--- src/rtl/fetch_unit_pkg.sv ---
// Shared widths, defaults and the {addr, data} record carried through the
// fetch unit's prefetch queue.
package fetch_unit_pkg;

    localparam int WORD_W = 8;
    localparam int ADDR_W = 8;

    localparam int                DEFAULT_DEPTH    = 4;
    localparam logic [ADDR_W-1:0] DEFAULT_RESET_PC = 8'h00;

    typedef struct packed {
        logic [ADDR_W-1:0] addr;
        logic [WORD_W-1:0] data;
    } fetch_entry_t;

endpackage

--- src/rtl/fetch_fifo.sv ---
// Prefetch queue of fetched {addr, data} entries; flush wins over push and
// a pop on an empty queue is ignored.
module fetch_fifo
    import fetch_unit_pkg::*;
#(
    parameter int DEPTH = DEFAULT_DEPTH,
    localparam int CNT_W = $clog2(DEPTH + 1)
) (
    input  logic               clock,
    input  logic               reset_n,
    input  logic               push,
    input  fetch_entry_t       push_entry,
    input  logic               pop,
    input  logic               flush,
    output fetch_entry_t       head,
    output logic [CNT_W-1:0]   count
);

    localparam int PTR_W = (DEPTH > 1) ? $clog2(DEPTH) : 1;

    fetch_entry_t     mem [DEPTH];
    logic [PTR_W-1:0] rd_ptr;
    logic [PTR_W-1:0] wr_ptr;
    logic             do_push;
    logic             do_pop;

    function automatic logic [PTR_W-1:0] ptr_inc(input logic [PTR_W-1:0] ptr);
        return (ptr == PTR_W'(DEPTH - 1)) ? '0 : ptr + 1'b1;
    endfunction

    assign do_pop  = pop && (count != '0);
    assign do_push = push && ((count != CNT_W'(DEPTH)) || do_pop);
    assign head    = mem[rd_ptr];

    always_ff @(posedge clock) begin
        if (!reset_n) begin
            rd_ptr <= '0;
            wr_ptr <= '0;
            count  <= '0;
            // Storage is cleared too so the head reads as zero out of reset.
            for (int i = 0; i < DEPTH; i++) begin
                mem[i] <= '0;
            end
        end else if (flush) begin
            rd_ptr <= '0;
            wr_ptr <= '0;
            count  <= '0;
        end else begin
            if (do_push) begin
                mem[wr_ptr] <= push_entry;
                wr_ptr      <= ptr_inc(wr_ptr);
            end
            if (do_pop) begin
                rd_ptr <= ptr_inc(rd_ptr);
            end
            case ({do_push, do_pop})
                2'b10:   count <= count + 1'b1;
                2'b01:   count <= count - 1'b1;
                default: count <= count;
            endcase
        end
    end

endmodule

--- src/rtl/fetch_unit.sv ---
// Instruction fetch: sequential prefetch into a small queue, one-cycle memory
// reads tracked in flight, and redirect flush/squash.
module fetch_unit
    import fetch_unit_pkg::*;
#(
    parameter int                DEPTH    = DEFAULT_DEPTH,
    parameter logic [ADDR_W-1:0] RESET_PC = DEFAULT_RESET_PC
) (
    input  logic              clock,
    input  logic              reset_n,
    output logic [ADDR_W-1:0] mem_addr,
    output logic              mem_rd,
    input  logic [WORD_W-1:0] mem_rdata,
    output logic              inst_valid,
    output logic [WORD_W-1:0] inst_data,
    output logic [ADDR_W-1:0] inst_addr,
    input  logic              inst_ready,
    input  logic              redirect_valid,
    input  logic [ADDR_W-1:0] redirect_addr
);

    localparam int CNT_W = $clog2(DEPTH + 1);

    logic [ADDR_W-1:0] pc;
    logic              active;
    logic              rd_vld_p1;
    logic [ADDR_W-1:0] rd_addr_p1;
    logic              squash_p1;
    logic [CNT_W-1:0]  fifo_count;
    logic [CNT_W:0]    occupancy;
    logic              push;
    logic              pop;
    fetch_entry_t      push_entry;
    fetch_entry_t      head_entry;

    function automatic logic [ADDR_W-1:0] pc_inc(input logic [ADDR_W-1:0] addr);
        return addr + 1'b1;
    endfunction

    // Issue stage: mem_rd depends on registered state only; a read that goes
    // out during a redirect cycle is squashed on return instead of blocked.
    assign occupancy = {1'b0, fifo_count} + (CNT_W + 1)'(rd_vld_p1);
    assign mem_rd    = active && (occupancy < (CNT_W + 1)'(DEPTH));
    assign mem_addr  = pc;

    always_ff @(posedge clock) begin
        if (!reset_n) begin
            pc        <= RESET_PC;
            active    <= 1'b0;
            rd_vld_p1 <= 1'b0;
            squash_p1 <= 1'b0;
        end else begin
            active    <= 1'b1;
            rd_vld_p1 <= mem_rd;
            squash_p1 <= redirect_valid;
            if (redirect_valid) begin
                pc <= redirect_addr;
            end else if (mem_rd) begin
                pc <= pc_inc(pc);
            end
        end
    end

    always_ff @(posedge clock) begin
        rd_addr_p1 <= pc;
    end

    // Return stage: data lands one cycle after issue, tagged with its address.
    assign push       = rd_vld_p1 && !squash_p1;
    assign push_entry = '{addr: rd_addr_p1, data: mem_rdata};
    assign pop        = inst_valid && inst_ready;

    fetch_fifo #(
        .DEPTH (DEPTH)
    ) u_fifo (
        .clock      (clock),
        .reset_n    (reset_n),
        .push       (push),
        .push_entry (push_entry),
        .pop        (pop),
        .flush      (redirect_valid),
        .head       (head_entry),
        .count      (fifo_count)
    );

    assign inst_valid = (fifo_count != '0);
    assign inst_data  = head_entry.data;
    assign inst_addr  = head_entry.addr;

endmodule

--- config.mk ---
export PLATFORM = sky130hd
export DESIGN_NAME = fetch_unit
export DESIGN_NICKNAME = d
export VERILOG_FILES = /design/src/rtl/fetch_unit_pkg.sv /design/src/rtl/fetch_fifo.sv /design/src/rtl/fetch_unit.sv
export SDC_FILE = /design/constraint.sdc
export NUM_CORES = 1
export LEC_CHECK = 0
export BUFFER_PORTS_ARGS = -buffer_cell sky130_fd_sc_hd__buf_4
export CORE_MARGIN = 4
export CORE_UTILIZATION = 58
export DETAILED_ROUTE_END_ITERATION = 16
export HOLD_SLACK_MARGIN = 0.05
export PLACE_DENSITY_LB_ADDON = 0.2
export SYNTH_ARGS = -nofsm -noshare
export SYNTH_HDL_FRONTEND = slang
export SYNTH_SLANG_ARGS = --single-unit
--- constraint.sdc ---
create_clock -name clock -period 3.2 [get_ports clock]
set_input_delay 0.48 -clock clock [delete_from_list [all_inputs] [get_ports clock]]
set_output_delay 0.48 -clock clock [all_outputs]
set_load 0.1 [all_outputs]
==> flow_metrics.py <==
metrics = {
    "sta": {
        "max_slew_margin_pct": 46.1,
        "finalCriticalPeriod_ns": 2.58,
        "tightestPinTransition_ns": 0.807,
        "max_freq_ghz": 0.387,
        "layout_worst_path_cycle_share_pct": 80.7,
        "finalClockSkew_ns": 0.0101,
        "rsz_0062_raised_after_global_routing": "false",
        "timing.final.setup_violations": 0,
        "report.final.slew_viol_count": 0,
        "finalHoldViolCount": 0,
        "hold_slack_ns": 0.380,
        "setup_slack_ns": 0.619,
        "tns_ns": 0,
    },
    "die": {
        "die_h_um": 90.5,
        "floorplan.die.width_um": 90.5,
        "rows": 29,
        "io_pins": 46,
        "core_region_area_mm2": 0.00649,
        "floorplan.die_area_mm2": 0.00819,
        "floorplan.initialDensity_pct": 60.8,
    },
    "cells_and_area": {
        "final-instance-count-excl-fill": 430,
        "fraction_of_final_layout_cells_sized_beyond_drive_strength_1_pct": 27.8,
        "n_antenna_cell": 0,
        "nFillCells": 472,
        "layout-area-overhead-vs-synth_pct": 14.2,
        "mostFrequentLayoutCell": "sky130_fd_sc_hd__nor2_1",
        "layout_common_cells": "sky130_fd_sc_hd__nor2_1 (65), sky130_fd_sc_hd__edfxtp_1 (64), sky130_fd_sc_hd__buf_4 (52)",
        "final_net_count": 373,
    },
    "critical_path": {
        "worst_ep_required_time_ns": 3.48,
        "path_cells": "or4b_4 -> nand2_4 -> ha_1 -> inv_1 -> fa_1 -> xor2_1 -> or3_1 -> a21oi_1",
        "worst-path-buf-inv": 1,
        "setup.worst_path.start_class": "flop",
        "timing.critical_path.slowest_stage_cell": "sky130_fd_sc_hd__or4b_4",
        "timing.critical_path.fanout_max": 18,
        "critical_path.top_delay_family": "simple AND/OR/NAND/NOR gates",
        "critical_path.max_stage_delay_ns": 0.57,
        "endpoint_kind": "flop",
        "critical_path_arrival_ns": 2.86,
        "criticalPathCategory": "reg -> reg",
    },
    "place": {
        "dp_worst_setup_slack_ns": 0.472,
        "place.gp.congestion": 0.789,
        "portBuffers": 45,
        "dp_hpwl_um": 4760,
        "dp_cells": 414,
    },
    "grt": {
        "grt_pass1_vias": 2417,
        "pin_count_of_the_biggest_net_entering_global_routing": 19,
        "globalRoute.busiestLayer": "met2",
        "met2_usage_pct": 30.9,
        "use_met3_pct": 5.25,
        "globalRouteTotalUtil_pct": 19.4,
        "gr-usage-met1_pct": 26.4,
        "grt_pass1_wl_um": 12400,
        "antenna_found_initial": 0,
        "grt_overflow_total": 0,
    },
    "clocking": {
        "cts_num_sinks": 92,
        "clk_pin_slew_ns": 0.08,
        "cts_tree": "yes",
        "htree_num_levels": 3,
        "clock_latency_ns": 0.35,
        "cts.path.max_buffers": 2,
        "cts_hold_buffers": 0,
        "cts_made_buffers": 9,
        "cts_setup_buffers": 0,
        "cts.repair.resized": 0,
        "clock_tree.root_cell": "sky130_fd_sc_hd__clkbuf_8",
    },
    "routing": {
        "drc": 0,
        "dr.pass1.iters": 4,
        "avgViaCountPerCell": 5.72,
        "drt-initial-drc-count": 161,
        "route.vias.total": 2459,
        "wirelength_um": 7260,
        "routed_wire_length_per_instance_um": 16.9,
        "number_of_nets_with_antenna_violations_after_detailed_routing": 0,
    },
    "yosys": {
        "syn_avg_cell_area_um2": 13.1,
        "dominant_combinational_cell_family_by_area_after_synthesis": "simple AND/OR/NAND/NOR gates",
        "netlist_instances": 302,
        "synth_nets": 327,
        "synth_compound_gate_area_share_pct": 5.16,
        "seq_area_frac_synth_pct": 62.8,
        "synth-warning-count": 0,
        "synth-xor-area-share_pct": 0.443,
        "synthesis.area_mm2": 0.00395,
        "synth_cell_type_count": 40,
        "ys_ff_latch": 92,
        "share_of_synthesized_area_spent_on_multiplexers_pct": 9.38,
        "synth_fa_ha_area_share_pct": 1.77,
        "yosys.area_share.simple_pct": 16.6,
    },
    "pwr": {
        "power_leakage_nw": 1.61,
        "power_density_mw_per_mm2": 533,
        "vdd_drop_max_mv": 0.263,
        "post-layout-total-power_w": 0.00241,
    },
    "hold_path": {
        "holdCritPathClass": "in -> reg",
    },
    "outcome": {
        "run_status": "completed",
    },
    "job": {
        "max_cap_viol_count": 0,
    },
}
-- flip-flops by register name, summed over array words and instances (netlist names), named ones only --
signal and flops:
active 1, mem_addr 8, rd_addr_p1 8, rd_vld_p1 1, squash_p1 1, u_fifo.count 3, u_fifo.mem 64, u_fifo.rd_ptr 2
u_fifo.wr_ptr 2
-- path summary, 6_finish.rpt --
path	start	endpoint	cells after the start	slack [ns]
setup reg to reg	u_fifo.count[2]	u_fifo.count[2]	8	0.62
hold / removal	reset_n	active	1	0.38
hold reg to reg	mem_addr[1]	rd_addr_p1[1]	0	0.42
setup / recovery	u_fifo.count[2]	u_fifo.count[2]	8	0.62
-- logic make-up after synthesis --
kind of cell | count (synthesis)
buffers and inverters | 24
AOI/OAI and AO/OA | 34
muxes | 17
and+or+nand+nor | 128
xor gates and xnor gates | 2
adders and majority gates | 5
DFF | 92
-- layer usage --
| metal | routed length [um] | part of all wire (%) | vias up |
|---|---|---|---|
| met1 | 3170 | 44 | 1198 |
| li1 | - | - | 1201 |
| met5 | 0 | 0 | - |
| met4 | 70 | 0.96 | 0 |
| met3 | 344 | 4.7 | 6 |
| met2 | 3670 | 51 | 54 |
-- report_power, final --
group,internal [W],switching (W)
Sequential,0.00132,0.0000252
Combinational,0.0000797,0.000229
Clock,0.000362,0.000392
-- cells in the mapped netlist, drive strengths merged --
cell type	n	share of area [%]
a2111oi	1	0.22
a21bo	1	0.25
a21oi	5	0.63
a31oi	6	0.95
and2	1	0.16
and2b	1	0.19
and3	3	0.60
buf	11	2.5
clkbuf	6	0.57
dfxtp	28	14
edfxtp	64	49
fa	1	0.51
ha	4	1.3
inv	7	0.67
mux2i	1	0.25
mux4	16	9.1
nand2	21	2.2
nand2b	1	0.16
nand3	6	0.76
nand3b	2	0.38
nand4	2	0.32
nand4b	3	1.4
nor2	71	7.1
nor2b	3	0.48
nor3	1	0.13
nor4b	1	0.38
o211ai	1	0.19
o21ai	14	1.8
o31ai	6	1.1
or3	4	0.67
or4	7	1.3
or4b	1	0.35
xor2	2	0.44
-- stage by stage --
step / utilization (%) / area, um^2
floorplan: - / 3950
global placement: 66.5 / 4320
detailed placement: 66.5 / 4320
CTS: 69.4 / 4510
global route: 69.4 / 4510
finish: 69.4 / 4510
-- cell type report --
cell class / count / area [um^2] / area share (%)
flip-flops and latches: 92 / 2480 / 55.0
multi-input cells: 186 / 1320 / 29.3
repair buffers: 52 / 390 / 8.65
clock buffers: 10 / 128 / 2.83
well taps: 77 / 96.3 / 2.14
clock inverters: 6 / 63.8 / 1.41
inverters: 7 / 26.3 / 0.583
No activity file was read; power rests on OpenSTA's default activity.
